File: src/rtl/uc_rr_scheduler.sv
// Round-robin drain of per-engine unit-clause queues into the arbiter's single PQ-mode input.
// Handles pop sequencing, downstream backpressure, halt on conflict and round quiescence.
module uc_rr_scheduler #(
  parameter int unsigned NUM_ENGINE   = 4,
  parameter int unsigned LIT_W        = 8,
  parameter int unsigned QUIET_CYCLES = 4,
  parameter int unsigned CNT_W        = 16
) (
  input  logic                            clk,
  input  logic                            rst,
  input  logic                            start,
  input  logic [NUM_ENGINE-1:0]           eng_empty,
  input  logic [NUM_ENGINE*LIT_W-1:0]     eng_uc,
  output logic [NUM_ENGINE-1:0]           eng_pop,
  input  logic                            out_ready,
  input  logic                            conflict,
  output logic                            out_valid,
  output logic [LIT_W-1:0]                out_uc,
  output logic [$clog2(NUM_ENGINE)-1:0]   grant_idx,
  output logic                            busy,
  output logic                            done,
  output logic                            halted,
  output logic [CNT_W-1:0]                fwd_cnt
);

  localparam int unsigned IDX_W = $clog2(NUM_ENGINE);
  localparam int unsigned QW    = $clog2(QUIET_CYCLES + 1);
  localparam logic [IDX_W-1:0] LAST_IDX   = IDX_W'(NUM_ENGINE - 1);
  localparam logic [QW-1:0]    QUIET_LAST = QW'(QUIET_CYCLES - 1);

  typedef enum logic [1:0] {StIdle, StRun, StHalt} state_e;

  state_e           state_q;
  logic [IDX_W-1:0] rr_q;
  logic [QW-1:0]    quiet_q;
  logic             out_valid_q;
  logic [LIT_W-1:0] out_uc_q;
  logic [IDX_W-1:0] grant_idx_q;
  logic [CNT_W-1:0] fwd_cnt_q;
  logic             done_q;

  logic             slot_free;
  logic             can_pop;
  logic             pick_valid;
  logic [IDX_W-1:0] pick_idx;
  logic [LIT_W-1:0] pick_uc;
  logic             transfer;
  logic             idle_cyc;
  int unsigned      cand;
  logic [IDX_W-1:0] cand_idx;

  assign slot_free = !out_valid_q || out_ready;
  assign transfer  = out_valid_q && out_ready;
  assign idle_cyc  = (&eng_empty) && !out_valid_q;
  // Conflict and reset both veto the pop so no clause is lost from an engine queue.
  assign can_pop   = (state_q == StRun) && !conflict && !rst && slot_free && pick_valid;

  // First non-empty queue at or after the rr pointer, with wrap.
  always_comb begin
    pick_valid = 1'b0;
    pick_idx   = '0;
    pick_uc    = '0;
    cand       = 0;
    cand_idx   = '0;
    for (int unsigned k = 0; k < NUM_ENGINE; k++) begin
      cand = 32'(rr_q) + k;
      if (cand >= NUM_ENGINE) begin
        cand = cand - NUM_ENGINE;
      end
      cand_idx = IDX_W'(cand);
      if (!pick_valid && !eng_empty[cand_idx]) begin
        pick_valid = 1'b1;
        pick_idx   = cand_idx;
      end
    end
    for (int unsigned i = 0; i < NUM_ENGINE; i++) begin
      if (IDX_W'(i) == pick_idx) begin
        pick_uc = eng_uc[i*LIT_W +: LIT_W];
      end
    end
  end

  always_comb begin
    eng_pop = '0;
    for (int unsigned i = 0; i < NUM_ENGINE; i++) begin
      eng_pop[i] = can_pop && (IDX_W'(i) == pick_idx);
    end
  end

  always_ff @(posedge clk) begin
    if (rst) begin
      state_q     <= StIdle;
      rr_q        <= '0;
      quiet_q     <= '0;
      out_valid_q <= 1'b0;
      out_uc_q    <= '0;
      grant_idx_q <= '0;
      fwd_cnt_q   <= '0;
      done_q      <= 1'b0;
    end else begin
      done_q <= 1'b0;
      unique case (state_q)
        StIdle: begin
          if (conflict) begin
            state_q     <= StHalt;
            out_valid_q <= 1'b0;
          end else if (start) begin
            state_q   <= StRun;
            fwd_cnt_q <= '0;
            quiet_q   <= '0;
          end
        end
        StRun: begin
          if (conflict) begin
            state_q     <= StHalt;
            out_valid_q <= 1'b0;
            out_uc_q    <= '0;
          end else begin
            if (transfer && !(&fwd_cnt_q)) begin
              fwd_cnt_q <= fwd_cnt_q + 1'b1;
            end
            if (can_pop) begin
              out_valid_q <= 1'b1;
              out_uc_q    <= pick_uc;
              grant_idx_q <= pick_idx;
              rr_q        <= (pick_idx == LAST_IDX) ? '0 : pick_idx + 1'b1;
            end else if (transfer) begin
              out_valid_q <= 1'b0;
            end
            if (idle_cyc) begin
              if (quiet_q == QUIET_LAST) begin
                state_q <= StIdle;
                done_q  <= 1'b1;
                quiet_q <= '0;
              end else begin
                quiet_q <= quiet_q + 1'b1;
              end
            end else begin
              quiet_q <= '0;
            end
          end
        end
        StHalt: begin
          out_valid_q <= 1'b0;
        end
        default: begin
          state_q     <= StIdle;
          out_valid_q <= 1'b0;
        end
      endcase
    end
  end

  assign out_valid = out_valid_q;
  assign out_uc    = out_uc_q;
  assign grant_idx = grant_idx_q;
  assign fwd_cnt   = fwd_cnt_q;
  assign done      = done_q;
  assign busy      = (state_q == StRun);
  assign halted    = (state_q == StHalt);

endmodule

File: config.mk
export PLATFORM = sky130hd
export DESIGN_NAME = uc_rr_scheduler
export DESIGN_NICKNAME = d
export VERILOG_FILES = /design/src/rtl/uc_rr_scheduler.sv
export SDC_FILE = /design/constraint.sdc
export NUM_CORES = 1
export LEC_CHECK = 0
export CAP_MARGIN = 20
export CORE_AREA = 4 4 78 80
export DETAILED_ROUTE_END_ITERATION = 6
export DIE_AREA = 0 0 82 84
export GPL_ROUTABILITY_DRIVEN = 0
export PLACE_DENSITY = 0.77
export SETUP_SLACK_MARGIN = 0.2
export SLEW_MARGIN = 10
export SYNTH_ARGS = -nofsm -noshare
export SYNTH_HDL_FRONTEND = slang
export SYNTH_SLANG_ARGS = --single-unit
File: constraint.sdc
create_clock -name clk -period 4.54 [get_ports clk]
set_input_delay 0.681 -clock clk [delete_from_list [all_inputs] [get_ports clk]]
set_output_delay 0.681 -clock clk [all_outputs]
set_load 0.1 [all_outputs]
-- After elaboration in Yosys (flattened, before gate mapping)
Cells that the tools add are included.
- register bits: 35
- word-level logic and storage cells: 133
- bitwise operators: 4
- order comparisons: 8
- reduce and logical (&&, ||, !) cells: 37
- add/subtract/negate cells: 10
- eq/ne operators: 16
- multiplexer cells: 50
- operator list (cell ; count):
    $mux W16 ; 4
    $mux W8 ; 6
    $pmux W16 S2 ; 1
    $mux W2 ; 14
    $add A16 B1 Y16 const B ; 1
    $reduce_and A16 Y1 ; 1
    $mux W3 ; 5
    $logic_and A1 B1 Y1 ; 14
    $mux W1 ; 13
    $lt A2 B3 Y1 const B ; 4
    $reduce_and A4 Y1 ; 3
    $ge A3 B3 Y1 const B ; 3
    $logic_not A1 Y1 ; 9
    $bmux W1 S2 ; 4
    $ne A2 B2 Y1 const B ; 4
    $sub A2 B1 Y2 const B ; 4
    $add A2 B2 Y3 const B ; 2
    $ne A3 B2 Y1 const B ; 2
    $pmux W2 S3 ; 1
    $pmux W3 S2 ; 1
    $reduce_and A5 Y1 ; 1
    $eq A2 B2 Y1 const A ; 2
    $eq A2 B2 Y1 const B ; 2
    $logic_not A2 Y1 ; 2
    17 further kinds ; 22

-- Depth between registers and ports, before layout
Gate-level depths: netlist of the first run.
- depth in word-level cells: 21
- depth in mapped cells: 10

-- Worst setup path before layout of the first run
OpenSTA, ideal clock, no wires.
- kind: input-to-output
- start point: input port eng_empty[0]
- end point: output port eng_pop[3]
- data arrival time: 2.768 ns
- data required time: 3.859 ns
- stages on the path: 8
- slack: 1.091 ns
- path through: and3b_1 -> a221oi_1 -> nand2_1 -> inv_1 -> ha_1 -> clkbuf_1 -> clkbuf_1 -> and2_1
- longest elaborated chain between the ends: 13
- elaborated cells between the ends (all ways): 27
- those cells by class: 1 x eq/ne; 16 x mux; 10 x reduce/logical
- RTL lines (element ; line ; text):
    start, declared ; 12 ; input logic [NUM_ENGINE-1:0] eng_empty,
    $bmux W1 S2 ; 71 ; if (!pick_valid && !eng_empty[cand_idx]) begin
    $mux W1 (not written as such) ; 71 ;
    $logic_not A1 Y1 ; 71 ;
    $logic_and A1 B1 Y1 ; 71 ;
    $mux W1 ; 71 ;
    $logic_not A1 Y1 ; 71 ;
    $logic_and A1 B1 Y1 ; 71 ;
    $mux W1 ; 71 ;
    $logic_not A1 Y1 ; 71 ;
    $logic_and A1 B1 Y1 ; 71 ;
    $mux W2 * ; 71 ;
    named net pick_idx[0] ; 45 ; logic [IDX_W-1:0] pick_idx;
    $eq A2 B2 Y1 * ; 86 ; eng_pop[i] = can_pop && (IDX_W'(i) == pick_idx);
    $logic_and A1 B1 Y1 * ; 86 ;
    end, declared ; 14 ; output logic [NUM_ENGINE-1:0] eng_pop,
The timed path passes the listed nets; every way through them passes the cells marked *. The select of a mux whose other input is x is not followed.

-- Final worst setup path of the first run
Ends and elaborated chain as after synthesis.

==> results_tabular.tex, run 1 <==
\begin{tabular}{lr}
\hline
Metric & Value \\
\hline
\multicolumn{2}{l}{\textbf{Logic synthesis}} \\
Ys flop type & dfxtp\_1 \\
Post-Synthesis Cell Area & around 2100 um\^{}2 \\
Largest area contributor in the synthesized netlist & dfxtp\_1 \\
Syn nets & 293 \\
Flip-flop and latch count after synthesis & 35 \\
Most area-consuming cells after synthesis & dfxtp\_1 33\%, mux2i\_1 5.7\%, nand2\_1 5.4\% \\
Top-area cell type share of the netlist area & 33.5\% \\
Count of distinct cell types in the synthesized netlist & 51 \\
Share of flip-flops with an asynchronous set or reset after synthesis & 0\% \\
Avg Inst Size Synth & between 8 and 9 um\^{}2 \\
Share of the yosys chip area belonging to registers & between 30\% and 40\% \\
Synthesis warning total & 0 \\
Number of synthesized flops with an enable pin & 0 \\
Cell count after synthesis & between 200 and 250 \\
\multicolumn{2}{l}{\textbf{Setup path}} \\
Category of the worst setup path launch point & input port \\
Data arrival time of the worst path & roughly 3.0 ns \\
Number of cells on the critical path & 8 \\
Class of the most critical setup path & in2out \\
CP bufs+invs & 3 \\
Endpoint of the lowest-slack register-to-register path & out\_uc[2]\$\_SDFFE\_PP0P\_ \\
Critical Path Fanout Max & 17 \\
Beginning of the critical path & eng\_empty[0] \\
Required time at the endpoint of the critical path & approximately 3.9 ns \\
Slowest stage delay, CP & between 0.5 and 0.6 ns \\
Slack of the worst reg-to-reg path & between 1.5 and 2 ns \\
Crit path to & eng\_pop[3] \\
Worst setup EP type & primary output \\
Critical R2R Launch & rr\_q[1]\$\_SDFFE\_PP0P\_ \\
Worst Reg-to-Reg Cells & 9 \\
Kind of cell adding the most delay to the critical path & buffers and inverters \\
Slowest CP cell & clkdlybuf4s50\_1 \\
Cell breakdown of the critical path & clkdlybuf4s50\_1 > and3b\_1 > a221oi\_1 > nand2\_1 > inv\_1 > ha\_1 > and2\_1 > buf\_4 \\
\multicolumn{2}{l}{\textbf{Finish}} \\
Count of antenna diodes in the layout & 0 \\
Ratio of cells with drive above 1 in the final layout & 8.83\% \\
Summed area of non-filler cells in the final layout & 2970 um\^{}2 \\
Most common cell after layout, fill and taps aside & clkdlybuf4s50\_1 \\
Top library cells by usage in the layout, fill and taps aside & 70 x clkdlybuf4s50\_1, 35 x dfxtp\_1, 30 x nand2\_1 \\
Synthesis-to-layout area growth & 41.9\% \\
Number of nets in the layout & about 360 \\
\multicolumn{2}{l}{\textbf{Detailed routing}} \\
Per-cell routed wire length & 15.0 um \\
Detailed-routing iteration count for the pre-antenna-repair pass & 4 \\
DRC violation count after routing & 0 \\
Remaining antenna violation count after routing & 0 \\
Via-per-instance ratio & around 5.5 \\
Total vias in the final route & 2,135 \\
Total detailed-routing wirelength & roughly 6 mm \\
Detailed Route Iter0 Violations & between 100 and 150 \\
\multicolumn{2}{l}{\textbf{STA}} \\
Unrepaired setup endpoints after global routing & false \\
Setup TNS & 0 ns \\
Final Hold Vio Count & 0 \\
Final clock skew & 0.00296 ns \\
FMAX & 269 MHz \\
Max-slew violation count & 0 \\
Count of endpoints failing setup in the final report & 0 \\
Headroom to the max-slew limit & between 30\% and 40\% \\
Worst Max-Slew Pin Slew & roughly 1.0 ns \\
Shortest clock period the worst path allows after layout & $\sim$3.7 ns \\
Share of the clock period used by the worst path & roughly 80\% \\
\multicolumn{2}{l}{\textbf{Clocking}} \\
Post-CTS setup buffer count & 0 \\
Worst-case clock buffer depth & 2 \\
CTS tree & yes \\
Num Clock Sinks & 35 \\
Clock input transition at the sequential cells of the worst setup and hold paths & 0.07 ns \\
TritonCTS buffer count & 5 \\
Number of instances resized during post-cts repair & 0 \\
Clock insertion delay at the later pin of the skew report & $\sim$0.28 ns \\
H-tree depth & 2 \\
Hold Buf Count CTS & 0 \\
Root buffer cell & clkbuf\_8 \\
\multicolumn{2}{l}{\textbf{Die}} \\
Horizontal die dimension & about 82 um \\
Total I/O pin count & 75 \\
Std cell rows & 27 \\
Initial Utilization & about two fifths \\
Die area & 6890 um\^{}2 \\
Die Height & around 84 um \\
Core area & between 5000 and 6000 um\^{}2 \\
\multicolumn{2}{l}{\textbf{Placed design}} \\
Detail Placement HPWL & between 4 and 5 mm \\
Number of buffer cells added on primary ports & 74 \\
Area after DPL & approximately 2900 um\^{}2 \\
\multicolumn{2}{l}{\textbf{Pwr}} \\
Pwr dens & about 240 nW/um\^{}2 \\
Worst VDD drop & approximately 150 uV \\
Leakage power & between 1 and 1.5 nW \\
\multicolumn{2}{l}{\textbf{Global routing}} \\
Vias in the first global route & approximately 2.0k \\
Largest net degree at the start of global routing & 25 \\
Number of antenna violations at the first check in global routing & 0 \\
Total global-route track usage & 16.7\% \\
Final global-route overflow total & 0 \\
Wire length of the first global-routing pass & around 9 mm \\
\multicolumn{2}{l}{\textbf{Hold path}} \\
Hold/Removal Path Class & reg2reg \\
\multicolumn{2}{l}{\textbf{Status}} \\
Status & complete, no violations \\
\multicolumn{2}{l}{\textbf{Job}} \\
Max Cap Violations & 0 \\
\hline
\end{tabular}
[sequential cells by signal, indices dropped and copies added, names as in the netlist]
signal,flops
fwd_cnt,16
out_uc,8
grant_idx,2
done,1
out_valid,1
state_q,2
quiet_q,3
rr_q,2
[routing by layer]
layer | track usage (%) | vias to the layer above | part of all wire (%)
met4 | 8.76 | 0 | 3.5
li1 | - | 1076 | -
met1 | 20.8 | 989 | 43
met2 | 27.6 | 51 | 50
met3 | 1.84 | 19 | 3.2
met5 | 0 | - | 0
[synth_stat cells (3+ instances only)]
cell type,instances
a211oi_1,4
a21oi_1,13
a221oi_1,8
a22o_1,9
and2_1,5
and3_1,4
clkbuf_1,11
dfxtp_1,35
ha_1,6
inv_1,6
mux2i_1,12
nand2_1,30
nand2b_1,6
nand3_1,6
nand4_1,3
nor2_1,5
nor2b_1,11
nor4_1,3
o21ai_0,7
o31ai_1,12
or3_1,10
or4_1,3
[cells by family after synthesis]
kind of cell / count (synthesis) / synth area share [%]
AO/OA/AOI/OAI: 67 / 23.4
AND/OR/NAND/NOR: 105 / 29.5
multiplexers: 12 / 5.73
adder cells (fa/ha/maj): 6 / 3.58
flip-flops: 35 / 33.5
buffers and inverters: 21 / 4.42
[how the worst min path moves through the flow]
stage,end,cells after the start,start
after global placement,quiet_q[1]$_SDFFE_PP0P_,2,quiet_q[1]$_SDFFE_PP0P_
after detailed placement,quiet_q[1]$_SDFFE_PP0P_,2,quiet_q[1]$_SDFFE_PP0P_
final,quiet_q[1]$_SDFFE_PP0P_,2,quiet_q[1]$_SDFFE_PP0P_
after CTS,quiet_q[1]$_SDFFE_PP0P_,2,quiet_q[1]$_SDFFE_PP0P_
after floorplan,quiet_q[1]$_SDFFE_PP0P_,2,quiet_q[1]$_SDFFE_PP0P_
after global routing,quiet_q[2]$_SDFFE_PP0P_,1,quiet_q[2]$_SDFFE_PP0P_
[layout make-up]
cell class,instances,area [um^2]
Timing Repair Buffer,78,758
Fill cell,497,2430
Inverter,6,22.5
Tap cell,72,90.1
Sequential cell,35,701
Clock buffer,8,100
Multi-Input combinational cell,190,1300
[power by group]
group	internal [mW]	switching, mW	leakage [nW]	total, mW
combinational	0.0668	0.0789	0.690	0.146
sequential	0.311	0.00513	0.283	0.316
clock	0.138	0.104	0.0515	0.242
[worst min-delay path: cells and delay by family, from the launching register on]
kind / cells / cell delay (ns)
AOI/OAI and AO/OA: 1 / 0.06
DFF: 1 / 0.31
and+or+nand+nor: 1 / 0.06
[through the flow]
stage	utilization [%]	power (mW)	setup WS [ns]	hold WS [ns]	std cells
2_1_floorplan	-	0.409	1.09	0.436	246
5_1_grt	55.0	0.734	0.651	0.493	389
3_5_place_dp	53.1	0.468	0.858	0.468	380
6_report	55.0	0.704	0.824	0.481	389
3_3_place_gp	53.1	0.466	0.953	0.447	380
4_1_cts	54.9	0.713	0.856	0.477	388
Power figures use the tool's default switching activity.
==> run 2, diff against run 1 <==
--- a/config.mk
+++ b/config.mk
@@ -10,7 +10,7 @@
 export DETAILED_ROUTE_END_ITERATION = 6
 export DIE_AREA = 0 0 82 84
 export GPL_ROUTABILITY_DRIVEN = 0
-export PLACE_DENSITY = 0.77
+export PLACE_DENSITY = 0.8
 export SETUP_SLACK_MARGIN = 0.2
 export SLEW_MARGIN = 10
 export SYNTH_ARGS = -nofsm -noshare
==> constraint.sdc (replaced) <==
create_clock -name clk -period 3.3 [get_ports clk]
set_input_delay 0.495 -clock clk [delete_from_list [all_inputs] [get_ports clk]]
set_output_delay 0.495 -clock clk [all_outputs]
set_load 0.1 [all_outputs]
==> results_tabular.tex, run 2 (same netlist as run 1, synthesis figures left out) <==
\begin{tabular}{lr}
\hline
Metric & Value \\
\hline
\multicolumn{2}{l}{\textbf{Status}} \\
Status & complete, no violations \\
\multicolumn{2}{l}{\textbf{Global routing}} \\
Vias in the first global route & 1,980 (unchanged) \\
Final global-route overflow total & 0 (unchanged) \\
Total global-route track usage & 17.4\% (+0.66 points) \\
Number of antenna violations at the first check in global routing & 0 (unchanged) \\
Largest net degree at the start of global routing & 24 (-4.0\%) \\
Wire length of the first global-routing pass & 9.63 mm (+4.0\%) \\
\multicolumn{2}{l}{\textbf{Die}} \\
Die area & 6890 um\^{}2 (unchanged) \\
Die Height & 84 um (unchanged) \\
Horizontal die dimension & 82 um (unchanged) \\
Core area & 5410 um\^{}2 (unchanged) \\
Initial Utilization & 38.8\% (unchanged) \\
Std cell rows & 27 (unchanged) \\
Total I/O pin count & 75 (unchanged) \\
\multicolumn{2}{l}{\textbf{Hold path}} \\
Hold/Removal Path Class & reg2reg \\
\multicolumn{2}{l}{\textbf{Setup path}} \\
Slowest stage delay, CP & 0.53 ns (about the same) \\
Crit path to & eng\_pop[1] \\
Beginning of the critical path & eng\_empty[0] \\
Worst Reg-to-Reg Cells & 8 (-1) \\
Endpoint of the lowest-slack register-to-register path & out\_uc[4]\$\_SDFFE\_PP0P\_ \\
Slack of the worst reg-to-reg path & 1.00 ns (-0.85 ns) \\
Class of the most critical setup path & in2out \\
Critical Path Fanout Max & 5 (-12) \\
Required time at the endpoint of the critical path & 2.80 ns (-1.06 ns) \\
Data arrival time of the worst path & 2.39 ns (-0.64 ns) \\
Slowest CP cell & clkdlybuf4s50\_1 \\
Cell breakdown of the critical path & clkdlybuf4s50\_1 > and3b\_1 > a221oi\_1 > nand2\_1 > inv\_1 > ha\_1 > and2\_1 > buf\_12 \\
Critical R2R Launch & rr\_q[1]\$\_SDFFE\_PP0P\_ \\
Worst setup EP type & primary output \\
Category of the worst setup path launch point & input port \\
\multicolumn{2}{l}{\textbf{Finish}} \\
Ratio of cells with drive above 1 in the final layout & 13.4\% (+4.6 points) \\
Top library cells by usage in the layout, fill and taps aside & 57 x clkdlybuf4s50\_1, 35 x dfxtp\_1, 30 x nand2\_1 \\
Count of antenna diodes in the layout & 0 (unchanged) \\
Footprint of the multi-input gates & 1300 um\^{}2 (unchanged) \\
Most common cell after layout, fill and taps aside & clkdlybuf4s50\_1 \\
Number of nets in the layout & 366 (+0.83\%) \\
Summed area of non-filler cells in the final layout & 3000 um\^{}2 (+0.80\%) \\
Total of fill cells in the finished design & 506 (+1.8\%) \\
Sequential cell area in the final layout & 701 um\^{}2 (unchanged) \\
Synthesis-to-layout area growth & 43.1\% \\
Flip-flop count of the largest register after layout & 16 (unchanged) \\
\multicolumn{2}{l}{\textbf{STA}} \\
Setup TNS & 0 ns (unchanged) \\
Share of the clock period used by the worst path & 87.4\% \\
Shortest clock period the worst path allows after layout & approximately 2.9 ns \\
Unrepaired setup endpoints after global routing & false \\
Max-slew violation count & 0 (unchanged) \\
Worst Max-Slew Pin Slew & 1.01 ns (-0.0206 ns) \\
Final Hold Vio Count & 0 (unchanged) \\
FMAX & roughly 350 MHz \\
Final clock skew & 0.00926 ns (+0.00630 ns) \\
Count of endpoints failing setup in the final report & 0 (unchanged) \\
Headroom to the max-slew limit & 32.8\% (+1.4 points) \\
\multicolumn{2}{l}{\textbf{Pwr}} \\
Clock power share & 32.0\% (-2.4 points) \\
Power consumption & 0.933 mW (+32\%) \\
Portion of total power attributed to combinational logic & 21.3\% (+0.6 points) \\
Switching component of the power & 0.263 mW (+40\%) \\
Pwr dens & 311 nW/um\^{}2 (+31\%) \\
Int Power & 0.669 mW (+30\%) \\
Sequential share of power & 46.6\% (+1.7 points) \\
Worst VDD drop & 177 uV (+21\%) \\
Switching power as a share of total power & 28.2\% (+1.5 points) \\
Leakage power & 1.07 nW (+4.2\%) \\
\multicolumn{2}{l}{\textbf{Clocking}} \\
H-tree depth & 2 (unchanged) \\
Number of instances resized during post-cts repair & 0 (unchanged) \\
Root buffer cell & clkbuf\_8 \\
CTS tree & yes \\
Clock insertion delay at the later pin of the skew report & 0.29 ns (about the same) \\
Worst-case clock buffer depth & 2 (unchanged) \\
Post-CTS setup buffer count & 0 (unchanged) \\
Clock input transition at the sequential cells of the worst setup and hold paths & 0.07 ns (about the same) \\
Num Clock Sinks & 35 (unchanged) \\
Hold Buf Count CTS & 0 (unchanged) \\
TritonCTS buffer count & 5 (unchanged) \\
\multicolumn{2}{l}{\textbf{Detailed routing}} \\
Detailed-routing iteration count for the pre-antenna-repair pass & 4 (unchanged) \\
Per-cell routed wire length & 14.9 um (-0.97\%) \\
Remaining antenna violation count after routing & 0 (unchanged) \\
DRC violation count after routing & 0 (unchanged) \\
Detailed Route Iter0 Violations & 105 (-19\%) \\
Total detailed-routing wirelength & 5.84 mm (-0.21\%) \\
Via-per-instance ratio & 5.47 (-0.30\%) \\
Total vias in the final route & 2,145 (+0.47\%) \\
\multicolumn{2}{l}{\textbf{Placed design}} \\
Detail Placement HPWL & 4.50 mm (-0.52\%) \\
Number of buffer cells added on primary ports & 74 (unchanged) \\
Area after DPL & 2920 um\^{}2 (+1.7\%) \\
\multicolumn{2}{l}{\textbf{Job}} \\
Max Cap Violations & 0 (unchanged) \\
\hline
\end{tabular}
[run 2: cell types whose count changed in the layout (fill, tap and decap cells not counted)]
| cell | delta |
|---|---|
| clkbuf_1 | +1 |
| clkinv_2 | +1 |
| clkdlybuf4s50_1 | -13 |
| clkbuf_8 | -2 |
| buf_4 | +13 |
| buf_12 | +4 |
| buf_2 | -1 |
[run 2: through the flow]
stage | setup WS, ns | cells | hold WS [ns] | util (%)
2_1_floorplan | 0.223 | 246 | 0.436 | -
4_1_cts | 0.421 | 392 | 0.474 | 55.4
3_3_place_gp | 0.423 | 384 | 0.445 | 53.9
6_report | 0.417 | 392 | 0.477 | 55.4
3_5_place_dp | 0.357 | 384 | 0.463 | 53.9
5_1_grt | 0.302 | 392 | 0.495 | 55.4
[run 2: final cells by class]
type                            instances  share of cell area [%]
Clock inverter                          1                   0.167
Inverter                                6                   0.752
Multi-Input combinational cell        190                    43.4
Sequential cell                        35                    23.4
Timing Repair Buffer                   81                    26.7
Clock buffer                            7                    2.55
Tap cell                               72                    3.01
[run 2: worst min-delay path by stage]
stage / cells after the start / start / slack (ns) / to
after floorplan: 2 / quiet_q[1]$_SDFFE_PP0P_ / 0.44 / quiet_q[1]$_SDFFE_PP0P_
final: 1 / out_uc[2]$_SDFFE_PP0P_ / 0.48 / out_uc[2]$_SDFFE_PP0P_
after global placement: 2 / quiet_q[1]$_SDFFE_PP0P_ / 0.45 / quiet_q[1]$_SDFFE_PP0P_
after detailed placement: 2 / quiet_q[1]$_SDFFE_PP0P_ / 0.46 / quiet_q[1]$_SDFFE_PP0P_
after CTS: 2 / quiet_q[1]$_SDFFE_PP0P_ / 0.47 / quiet_q[1]$_SDFFE_PP0P_
after global routing: 1 / quiet_q[2]$_SDFFE_PP0P_ / 0.49 / quiet_q[2]$_SDFFE_PP0P_
[run 2: power by group through the flow]
stage	Combinational, mW	Sequential, mW	Clock, mW
6_report	0.199	0.435	0.299
4_1_cts	0.200	0.435	0.309
3_5_place_dp	0.199	0.444	0
5_1_grt	0.216	0.436	0.331
2_1_floorplan	0.0980	0.464	0
3_3_place_gp	0.197	0.444	0
[run 2: worst max-delay path, delay by kind of cell]
kind | cells | cell delay (ns)
buffers and inverters | 3 | 0.82
adders and majority gates | 1 | 0.19
and+or+nand+nor | 3 | 0.56
AOI/OAI and AO/OA | 1 | 0.32
[run 2: layer usage]
metal,vias up,routed length (um),GRT usage [%]
met5,-,0,0
met1,1031,2520,21.7
met4,0,58,4.53
met3,5,185,2.48
met2,37,3070,30.4
li1,1072,-,-
